==> src/rtl/uart_pkg.sv <==
// Shared UART constants and the receive FSM state type.
// Used by uart_rx and by uart_clock_divider users.
package uart_pkg;

    localparam int UART_OVERSAMPLE = 16;
    localparam int UART_DATA_BITS  = 8;

    typedef enum logic [1:0] {
        IDLE,
        START,
        DATA,
        STOP
    } uart_rx_state_t;

endpackage

==> src/rtl/uart_rx_sync.sv <==
// Brings the asynchronous rx pin into the clk domain.
// Turns the level-toggling oversampling clock into a one-clk tick.
module uart_rx_sync (
    input  logic clk,
    input  logic rst_n,
    input  logic rx,
    input  logic uart_sampling_clk,
    output logic rx_s,
    output logic tick
);

    logic rx_meta;
    logic samp_q;

    // Both rx flops preset high so reset never looks like a start bit.
    always_ff @(posedge clk or negedge rst_n) begin
        if (!rst_n) begin
            rx_meta <= 1'b1;
            rx_s    <= 1'b1;
            samp_q  <= 1'b0;
        end else begin
            rx_meta <= rx;
            rx_s    <= rx_meta;
            samp_q  <= uart_sampling_clk;
        end
    end

    assign tick = uart_sampling_clk & ~samp_q;

endmodule

==> src/rtl/uart_rx.sv <==
// 8N1 UART receiver: oversampled, bit-centred sampling, with a byte
// output handshake and one-clk framing/overrun error pulses.
module uart_rx
    import uart_pkg::*;
#(
    parameter int DATA_BITS  = UART_DATA_BITS,
    parameter int OVERSAMPLE = UART_OVERSAMPLE
) (
    input  logic                 clk,
    input  logic                 rst_n,
    input  logic                 uart_sampling_clk,
    input  logic                 rx,
    output logic [DATA_BITS-1:0] rx_data,
    output logic                 rx_valid,
    input  logic                 rx_ready,
    output logic                 framing_error,
    output logic                 overrun_error,
    output logic                 rx_busy
);

    localparam int CNT_W = $clog2(OVERSAMPLE);
    localparam int IDX_W = $clog2(DATA_BITS);
    localparam logic [CNT_W-1:0] CNT_MID  = CNT_W'(OVERSAMPLE / 2 - 1);
    localparam logic [CNT_W-1:0] CNT_LAST = CNT_W'(OVERSAMPLE - 1);
    localparam logic [IDX_W-1:0] IDX_LAST = IDX_W'(DATA_BITS - 1);

    logic rx_s;
    logic tick;

    uart_rx_sync u_sync (
        .clk               (clk),
        .rst_n             (rst_n),
        .rx                (rx),
        .uart_sampling_clk (uart_sampling_clk),
        .rx_s              (rx_s),
        .tick              (tick)
    );

    uart_rx_state_t       state, state_n;
    logic [CNT_W-1:0]     cnt, cnt_n;
    logic [IDX_W-1:0]     bit_idx, bit_idx_n;
    logic [DATA_BITS-1:0] shreg, shreg_n;
    logic                 frame_ok;
    logic                 frame_bad;

    always_ff @(posedge clk or negedge rst_n) begin
        if (!rst_n) begin
            state   <= IDLE;
            cnt     <= '0;
            bit_idx <= '0;
            shreg   <= '0;
        end else begin
            state   <= state_n;
            cnt     <= cnt_n;
            bit_idx <= bit_idx_n;
            shreg   <= shreg_n;
        end
    end

    always_comb begin
        state_n   = state;
        cnt_n     = cnt;
        bit_idx_n = bit_idx;
        shreg_n   = shreg;
        frame_ok  = 1'b0;
        frame_bad = 1'b0;
        if (tick) begin
            case (state)
                IDLE: begin
                    if (!rx_s) begin
                        state_n = START;
                        cnt_n   = '0;
                    end
                end
                START: begin
                    // Re-check the line half a bit in; a high line was a glitch.
                    if (cnt == CNT_MID) begin
                        cnt_n = '0;
                        if (!rx_s) begin
                            state_n   = DATA;
                            bit_idx_n = '0;
                        end else begin
                            state_n = IDLE;
                        end
                    end else begin
                        cnt_n = cnt + 1'b1;
                    end
                end
                DATA: begin
                    if (cnt == CNT_LAST) begin
                        shreg_n   = {rx_s, shreg[DATA_BITS-1:1]};
                        cnt_n     = '0;
                        bit_idx_n = bit_idx + 1'b1;
                        if (bit_idx == IDX_LAST) begin
                            state_n = STOP;
                        end
                    end else begin
                        cnt_n = cnt + 1'b1;
                    end
                end
                STOP: begin
                    if (cnt == CNT_LAST) begin
                        state_n   = IDLE;
                        cnt_n     = '0;
                        frame_ok  = rx_s;
                        frame_bad = ~rx_s;
                    end else begin
                        cnt_n = cnt + 1'b1;
                    end
                end
                default: state_n = IDLE;
            endcase
        end
    end

    // Handshake: a byte transfers on any clk edge where rx_valid and rx_ready
    // are both high; rx_valid/rx_data then hold until that transfer happens,
    // and a new frame may replace the byte in the same cycle it is accepted.
    always_ff @(posedge clk or negedge rst_n) begin
        if (!rst_n) begin
            rx_data       <= '0;
            rx_valid      <= 1'b0;
            framing_error <= 1'b0;
            overrun_error <= 1'b0;
        end else begin
            framing_error <= frame_bad;
            overrun_error <= 1'b0;
            if (frame_ok) begin
                if (!rx_valid || rx_ready) begin
                    rx_data  <= shreg;
                    rx_valid <= 1'b1;
                end else begin
                    overrun_error <= 1'b1;
                end
            end else if (rx_valid && rx_ready) begin
                rx_valid <= 1'b0;
            end
        end
    end

    assign rx_busy = (state != IDLE);

endmodule

==> config.mk <==
export PLATFORM = sky130hd
export DESIGN_NAME = uart_rx
export DESIGN_NICKNAME = d
export VERILOG_FILES = /design/src/rtl/uart_pkg.sv /design/src/rtl/uart_rx_sync.sv /design/src/rtl/uart_rx.sv
export SDC_FILE = /design/constraint.sdc
export NUM_CORES = 1
export LEC_CHECK = 0
export ABC_AREA = 1
export ABC_CLOCK_PERIOD_IN_PS = 2000
export CORE_MARGIN = 8
export CORE_UTILIZATION = 30
export DETAILED_ROUTE_END_ITERATION = 7
export PLACE_DENSITY = 0.55
export SYNTH_ARGS = -nofsm -noshare
export SYNTH_HDL_FRONTEND = slang
export SYNTH_HIERARCHICAL = 1
export SYNTH_SLANG_ARGS = --single-unit
==> constraint.sdc <==
create_clock -name clk -period 2 [get_ports clk]
set_input_delay 0.2 -clock clk [delete_from_list [all_inputs] [get_ports clk]]
set_output_delay 0.2 -clock clk [all_outputs]
set_load 0.02 [all_outputs]
==> results.py, run 1 <==
metrics = {
    "place": {
        "place_hpwl_um": 1890,
        "placed_area_um2": 1640,
        "gp_congestion": 0.808,
        "port_buffers": 16,
    },
    "clock_tree": {
        "cts_hold_buffers": 0,
        "cts_setup_buffers": 0,
        "clk_pin_slew_worst_paths_ps": 60,
        "cts_root_buf": "clkbuf_8",
        "cts_resized": 0,
        "cts_num_sinks": 31,
        "clock_latency_ps": 280,
        "cts_tree": "yes",
        "clockBufferDepth": 2,
        "cts-buffers-inserted": 5,
        "htreeDepth": 2,
    },
    "die": {
        "dieArea_um2": 7260,
        "chipHeight_um": 85.2,
        "start_util_pct": 30.8,
        "rows": 25,
        "ios": 17,
        "core_area_um2": 4660,
        "die_w_um": 85.2,
    },
    "global_route": {
        "grt_pass1_wl_um": 4690,
        "grt_usage_pct": 8.26,
        "grt_pass1_vias": 1031,
        "grt_overflow": 0,
        "antenna_found_initial": 0,
        "grt_max_degree": 32,
    },
    "power_and_ir_drop": {
        "cellLeakagePower_nw": 0.803,
        "power_density_nw_per_um2": 883,
        "vdd_drop_max_mv": 0.401,
    },
    "finish": {
        "num-fill-cells": 467,
        "design_area_um2": 1740,
        "area_growth_pct": 21.2,
        "layout_commonest_cell": "nand2_1",
        "antenna_cells": 0,
        "drive_gt1_share_pct": 22.8,
        "layout_common_cells": "nand2_1, dfrtp_1, inv_1",
        "fin_nets": 174,
    },
    "drt": {
        "wire_per_inst_um": 11.6,
        "num_vias": 968,
        "finalWirelength_um": 2570,
        "firstDrtPassIters": 4,
        "drt_iter0_drc": 33,
        "ant_nets": 0,
        "drc_errors": 0,
        "via_per_inst": 4.38,
    },
    "sta": {
        "rsz0062_at_grt": "no",
        "finalSetupViolCount": 0,
        "hold_viol": 0,
        "tightest_slew_ps": 393,
        "max_freq_ghz": 0.559,
        "finalMaxSlewViolations": 0,
        "fin_crit_ps": 1790,
        "post-route-period-util_pct": 89.4,
        "relSlewSlack_pct": 73.8,
        "tns_ps": 0,
        "finClkSkew_ps": 5.47,
    },
    "yosys": {
        "syn_nets": 153,
        "synth_area_um2": 1440,
        "synth_cell_type_count": 24,
        "synthCells": 145,
        "ys_seq_area_share_pct": 54.1,
        "synth_seq_cells": 31,
        "syn_area_per_cell_um2": 9.91,
        "yosys_warnings": 6,
    },
    "min_path": {
        "min_path_type": "in -> async",
    },
    "setup_path": {
        "startpoint_type": "flip-flop",
        "critical_path_required_ps": 1800,
        "endpoint_kind": "output port",
        "worstPathArrival_ps": 1590,
        "critPathKind": "reg -> out",
        "critPathMaxFanout": 7,
    },
    "run_status": {
        "outcome": "completed",
    },
    "flow_run": {
        "drv_cap": 0,
    },
}
## cell families after synthesis
logic type | count (synthesis) | synth area share [%]
fa+ha+maj | 3 | 2.61
buf+inv | 24 | 7.57
simple gates | 64 | 22.9
compound gates | 22 | 12.2
flops | 31 | 54.1
xor+xnor | 1 | 0.609
## registers in the layout (all words and copies together), names as in the netlist, named ones only
signal	cells
state	1
u_sync/rx_meta	1
u_sync/samp_q	1
framing_error	1
shreg	8
u_sync/rx_s	1
rx_valid	1
cnt	4
bit_idx	3
rx_data	8
overrun_error	1
## layer usage
layer | wire (um) | part of all wire (%) | GRT usage (%)
met1 | 1210 | 47 | 9.00
met2 | 1180 | 46 | 13.4
met3 | 127 | 4.9 | 3.67
met4 | 49 | 1.9 | 4.05
met5 | 0 | 0 | 0
## power breakdown
group | internal [mW] | leakage, nW | switching [mW]
clock network | 0.313 | 0.0515 | 0.213
registers | 0.677 | 0.419 | 0.0715
logic | 0.0975 | 0.333 | 0.166
## critical path: stages, from the launching register on
cell and delay, ps:
dfrtp_1 500, nor2_1 110, inv_1 90, clkdlybuf4s50_1 610
## synth_stat cells
| master | n | area (um2) |
|---|---|---|
| a21oi_1 | 2 | 10.0 |
| a22o_1 | 1 | 8.76 |
| buf_4 | 1 | 7.51 |
| buf_6 | 2 | 22.5 |
| dfrtp_1 | 29 | 726 |
| dfstp_2 | 2 | 52.6 |
| ha_1 | 3 | 37.5 |
| inv_1 | 20 | 75.1 |
| inv_2 | 1 | 3.75 |
| nand2_1 | 39 | 146 |
| nand2_2 | 4 | 25.0 |
| nand3_1 | 5 | 25.0 |
| nand3_4 | 3 | 52.6 |
| nand3b_1 | 1 | 7.51 |
| nor2_1 | 6 | 22.5 |
| nor2_2 | 3 | 18.8 |
| nor2_8 | 1 | 20.0 |
| nor3_1 | 1 | 5.00 |
| o21ai_0 | 1 | 5.00 |
| o21ai_1 | 1 | 5.00 |
| o21ai_2 | 16 | 140 |
| o22ai_1 | 1 | 6.26 |
| or2_0 | 1 | 6.26 |
| xor2_1 | 1 | 8.76 |
## path summary, 6_finish.rpt
kind	startpoint	endpoint	slack (ps)	depth (start not counted)
worst min-delay path	rst_n	rx_valid	320	2
worst min register to register	u_sync/rx_meta	u_sync/rx_s	360	0
worst max-delay path	flip-flop	rx_busy	210	3
min in group clk	rx	u_sync/rx_meta	350	1
worst max register to register	cnt[0]	bit_idx[0]	430	6
max in group asynchronous	rst_n	u_sync/rx_meta	1370	2
## layout make-up
type / instances / area [um2] / area share [%]
Multi-Input combinational cell: 90 / 551 / 31.6
Clock buffer: 8 / 100 / 5.74
Tap cell: 54 / 67.6 / 3.88
Inverter: 21 / 78.8 / 4.52
Sequential cell: 31 / 778 / 44.7
Timing Repair Buffer: 17 / 168 / 9.62
## stage by stage
step,setup slack [ps],util (%),hold WS [ps],total power [mW],std cells
floorplan,652,-,-95.6,0.941,145
global placement,249,35.2,348,1.01,213
detailed placement,196,35.2,349,1.02,213
CTS,187,37.4,323,1.57,221
global route,67.8,37.4,330,1.65,221
finish,213,37.4,318,1.54,221
Note: power is estimated with default switching activity, not from simulation.
==> run 2, diff against run 1 <==
- SLEW_MARGIN: not set -> 5
==> results of run 2 <==
Final layout, timing and power as in run 1 (identical DEF).
==> run 3, diff against run 2 <==
- ABC_CLOCK_PERIOD_IN_PS: 2000 -> not set
- MAX_ROUTING_LAYER: not set -> met4
- SETUP_SLACK_MARGIN: not set -> 0.4
==> run 3 against run 2 <==
Net effect:
- wire length grew 4.2%
- final area rose by 3.3%
- core utilization grew 1.2 points
- non-clock buffer count rose by 7
- first-iteration DRC count is 21% higher
- via count is 2.5% higher
- cell count is 3.2% higher
- largest power group unchanged
- highest routed layer unchanged
==> results.py, run 3 (same netlist as run 1, synthesis figures left out) <==
metrics = {
    "place": {
        "place_hpwl_um": 1890,
        "post-place-ws_ps": 196,
        "placed_area_um2": 1640,
        "port_buffers": 16,
        "gp_congestion": 0.820,
        "place_inst": 213,
    },
    "sta": {
        "tightest_slew_ps": 393,
        "relSlewSlack_pct": 73.8,
        "finClkSkew_ps": 5.57,
        "finalSetupViolCount": 0,
        "finalMaxSlewViolations": 0,
        "max_freq_ghz": 0.665,
        "rsz0062_at_grt": "no",
        "post-route-period-util_pct": 75.2,
        "hold_viol": 0,
        "fin_crit_ps": 1500,
        "fin_hold_ws_ps": 318,
        "final.setup.worst_slack_ps": 495,
        "tns_ps": 0,
    },
    "run_status": {
        "outcome": "completed",
    },
    "power_and_ir_drop": {
        "p_seq_share_pct": 49.0,
        "p_comb_share_pct": 16.9,
        "power.internal_mw": 1.09,
        "p_sw_share_pct": 29.5,
        "p_clk_share_pct": 34.1,
        "switchingPower_mw": 0.455,
        "design_power_total_mw": 1.54,
        "power_density_nw_per_um2": 856,
        "cellLeakagePower_nw": 0.830,
        "vdd_drop_max_mv": 0.436,
    },
    "drt": {
        "wire_per_inst_um": 11.7,
        "firstDrtPassIters": 4,
        "via_per_inst": 4.35,
        "drc_errors": 0,
        "drt_iter0_drc": 40,
        "ant_nets": 0,
        "finalWirelength_um": 2680,
        "num_vias": 992,
    },
    "global_route": {
        "use_met2_pct": 13.4,
        "grt_overflow": 0,
        "antenna_found_initial": 0,
        "use_met1_pct": 9.00,
        "grt_pass1_wl_um": 4690,
        "grt_pass1_vias": 1032,
        "met3_usage_pct": 3.67,
        "grt_max_degree": 32,
        "grt_usage_pct": 8.49,
        "busiest_layer": "met2",
    },
    "clock_tree": {
        "cts-buffers-inserted": 5,
        "cts_hold_buffers": 0,
        "clock_latency_ps": 280,
        "cts_tree": "yes",
        "clk_pin_slew_worst_paths_ps": 60,
        "htreeDepth": 2,
        "clockBufferDepth": 2,
        "cts_num_sinks": 31,
        "cts_root_buf": "clkbuf_8",
    },
    "die": {
        "ios": 17,
        "rows": 25,
        "start_util_pct": 30.8,
        "chipHeight_um": 85.2,
        "core_area_um2": 4660,
        "die_w_um": 85.2,
        "dieArea_um2": 7260,
    },
    "setup_path": {
        "critPathKind": "reg -> reg",
        "r2r_cells": 7,
        "path_delay_family": "simple AND/OR/NAND/NOR gates",
        "worst_path_max_delay_cell": "dfrtp_1",
        "crit_end": "shreg[1]",
        "reg2reg_to": "shreg[1]",
        "critical_path_required_ps": 2160,
        "path_buf_inv": 1,
        "critPathMaxFanout": 12,
        "r2r_setup_slack_ps": 500,
        "reg2reg_from": "cnt[0]",
        "critPathMaxStageDelay_ps": 400,
        "endpoint_kind": "flip-flop",
        "critPathMostFrequentCell": "nand3_4",
        "crit_cells": 7,
        "startpoint_type": "flip-flop",
        "worstPathArrival_ps": 1670,
        "startpoint": "cnt[0]",
        "path_cells": "ha_2, nand3_4, nor2_8, nand3_4, buf_4, nand2_1, o21ai_2",
    },
    "finish": {
        "layout_common_cells": "nand2_1, dfrtp_1, inv_1",
        "final_core_util_pct": 38.6,
        "multi_input_area_um2": 556,
        "layout.area.seq_um2": 779,
        "instances_no_fill": 228,
        "drive_gt1_share_pct": 27.6,
        "design_area_um2": 1800,
        "area_growth_pct": 25.2,
        "num-fill-cells": 465,
        "layout_commonest_cell": "nand2_1",
        "reg_top3": "rx_data: 8 flops, shreg: 8 flops, cnt: 4 flops",
        "fin_nets": 181,
        "antenna_cells": 0,
    },
    "flow_run": {
        "drv_cap": 0,
    },
    "min_path": {
        "min_path_type": "in -> async",
    },
}
run 3: per-layer routing:
metal	part of all wire, %	wire length, um
met3	4.7	126
met5	0	0
met2	47	1270
met4	1.5	41
met1	46	1240
run 3: worst min-delay path by stage:
stage                   start                         end  slack, ps  depth (start not counted)
2_1_floorplan           rst_n  asynchronous set/reset pin       -100                          0
3_3_place_gp   u_sync/rx_meta                 u_sync/rx_s        350                          0
3_5_place_dp   u_sync/rx_meta                 u_sync/rx_s        350                          0
4_1_cts                 rst_n                      cnt[3]        320                          2
5_1_grt                    rx              u_sync/rx_meta        330                          1
6_report                rst_n                    rx_valid        320                          2
run 3: final cells by class:
cell class	instances	area share, %
multi-input cells	90	30.9
well taps	54	3.75
flip-flops and latches	31	43.3
repair buffers	24	12.2
clock buffers	8	5.56
inverters	21	4.38
run 3: timing repair:
item	in CTS	in global routing
setup buffers	0	7
resized for setup	2	2
pin swaps	0	1
setup endpoints to repair	1	19
run 3: power by group through the flow:
stage	sequential, mW	combinational, mW	clock (mW)
after global routing	0.766	0.301	0.583
final	0.755	0.260	0.526
after global placement	0.755	0.259	0
after CTS	0.751	0.257	0.555
after floorplan	0.729	0.212	0
after detailed placement	0.758	0.266	0
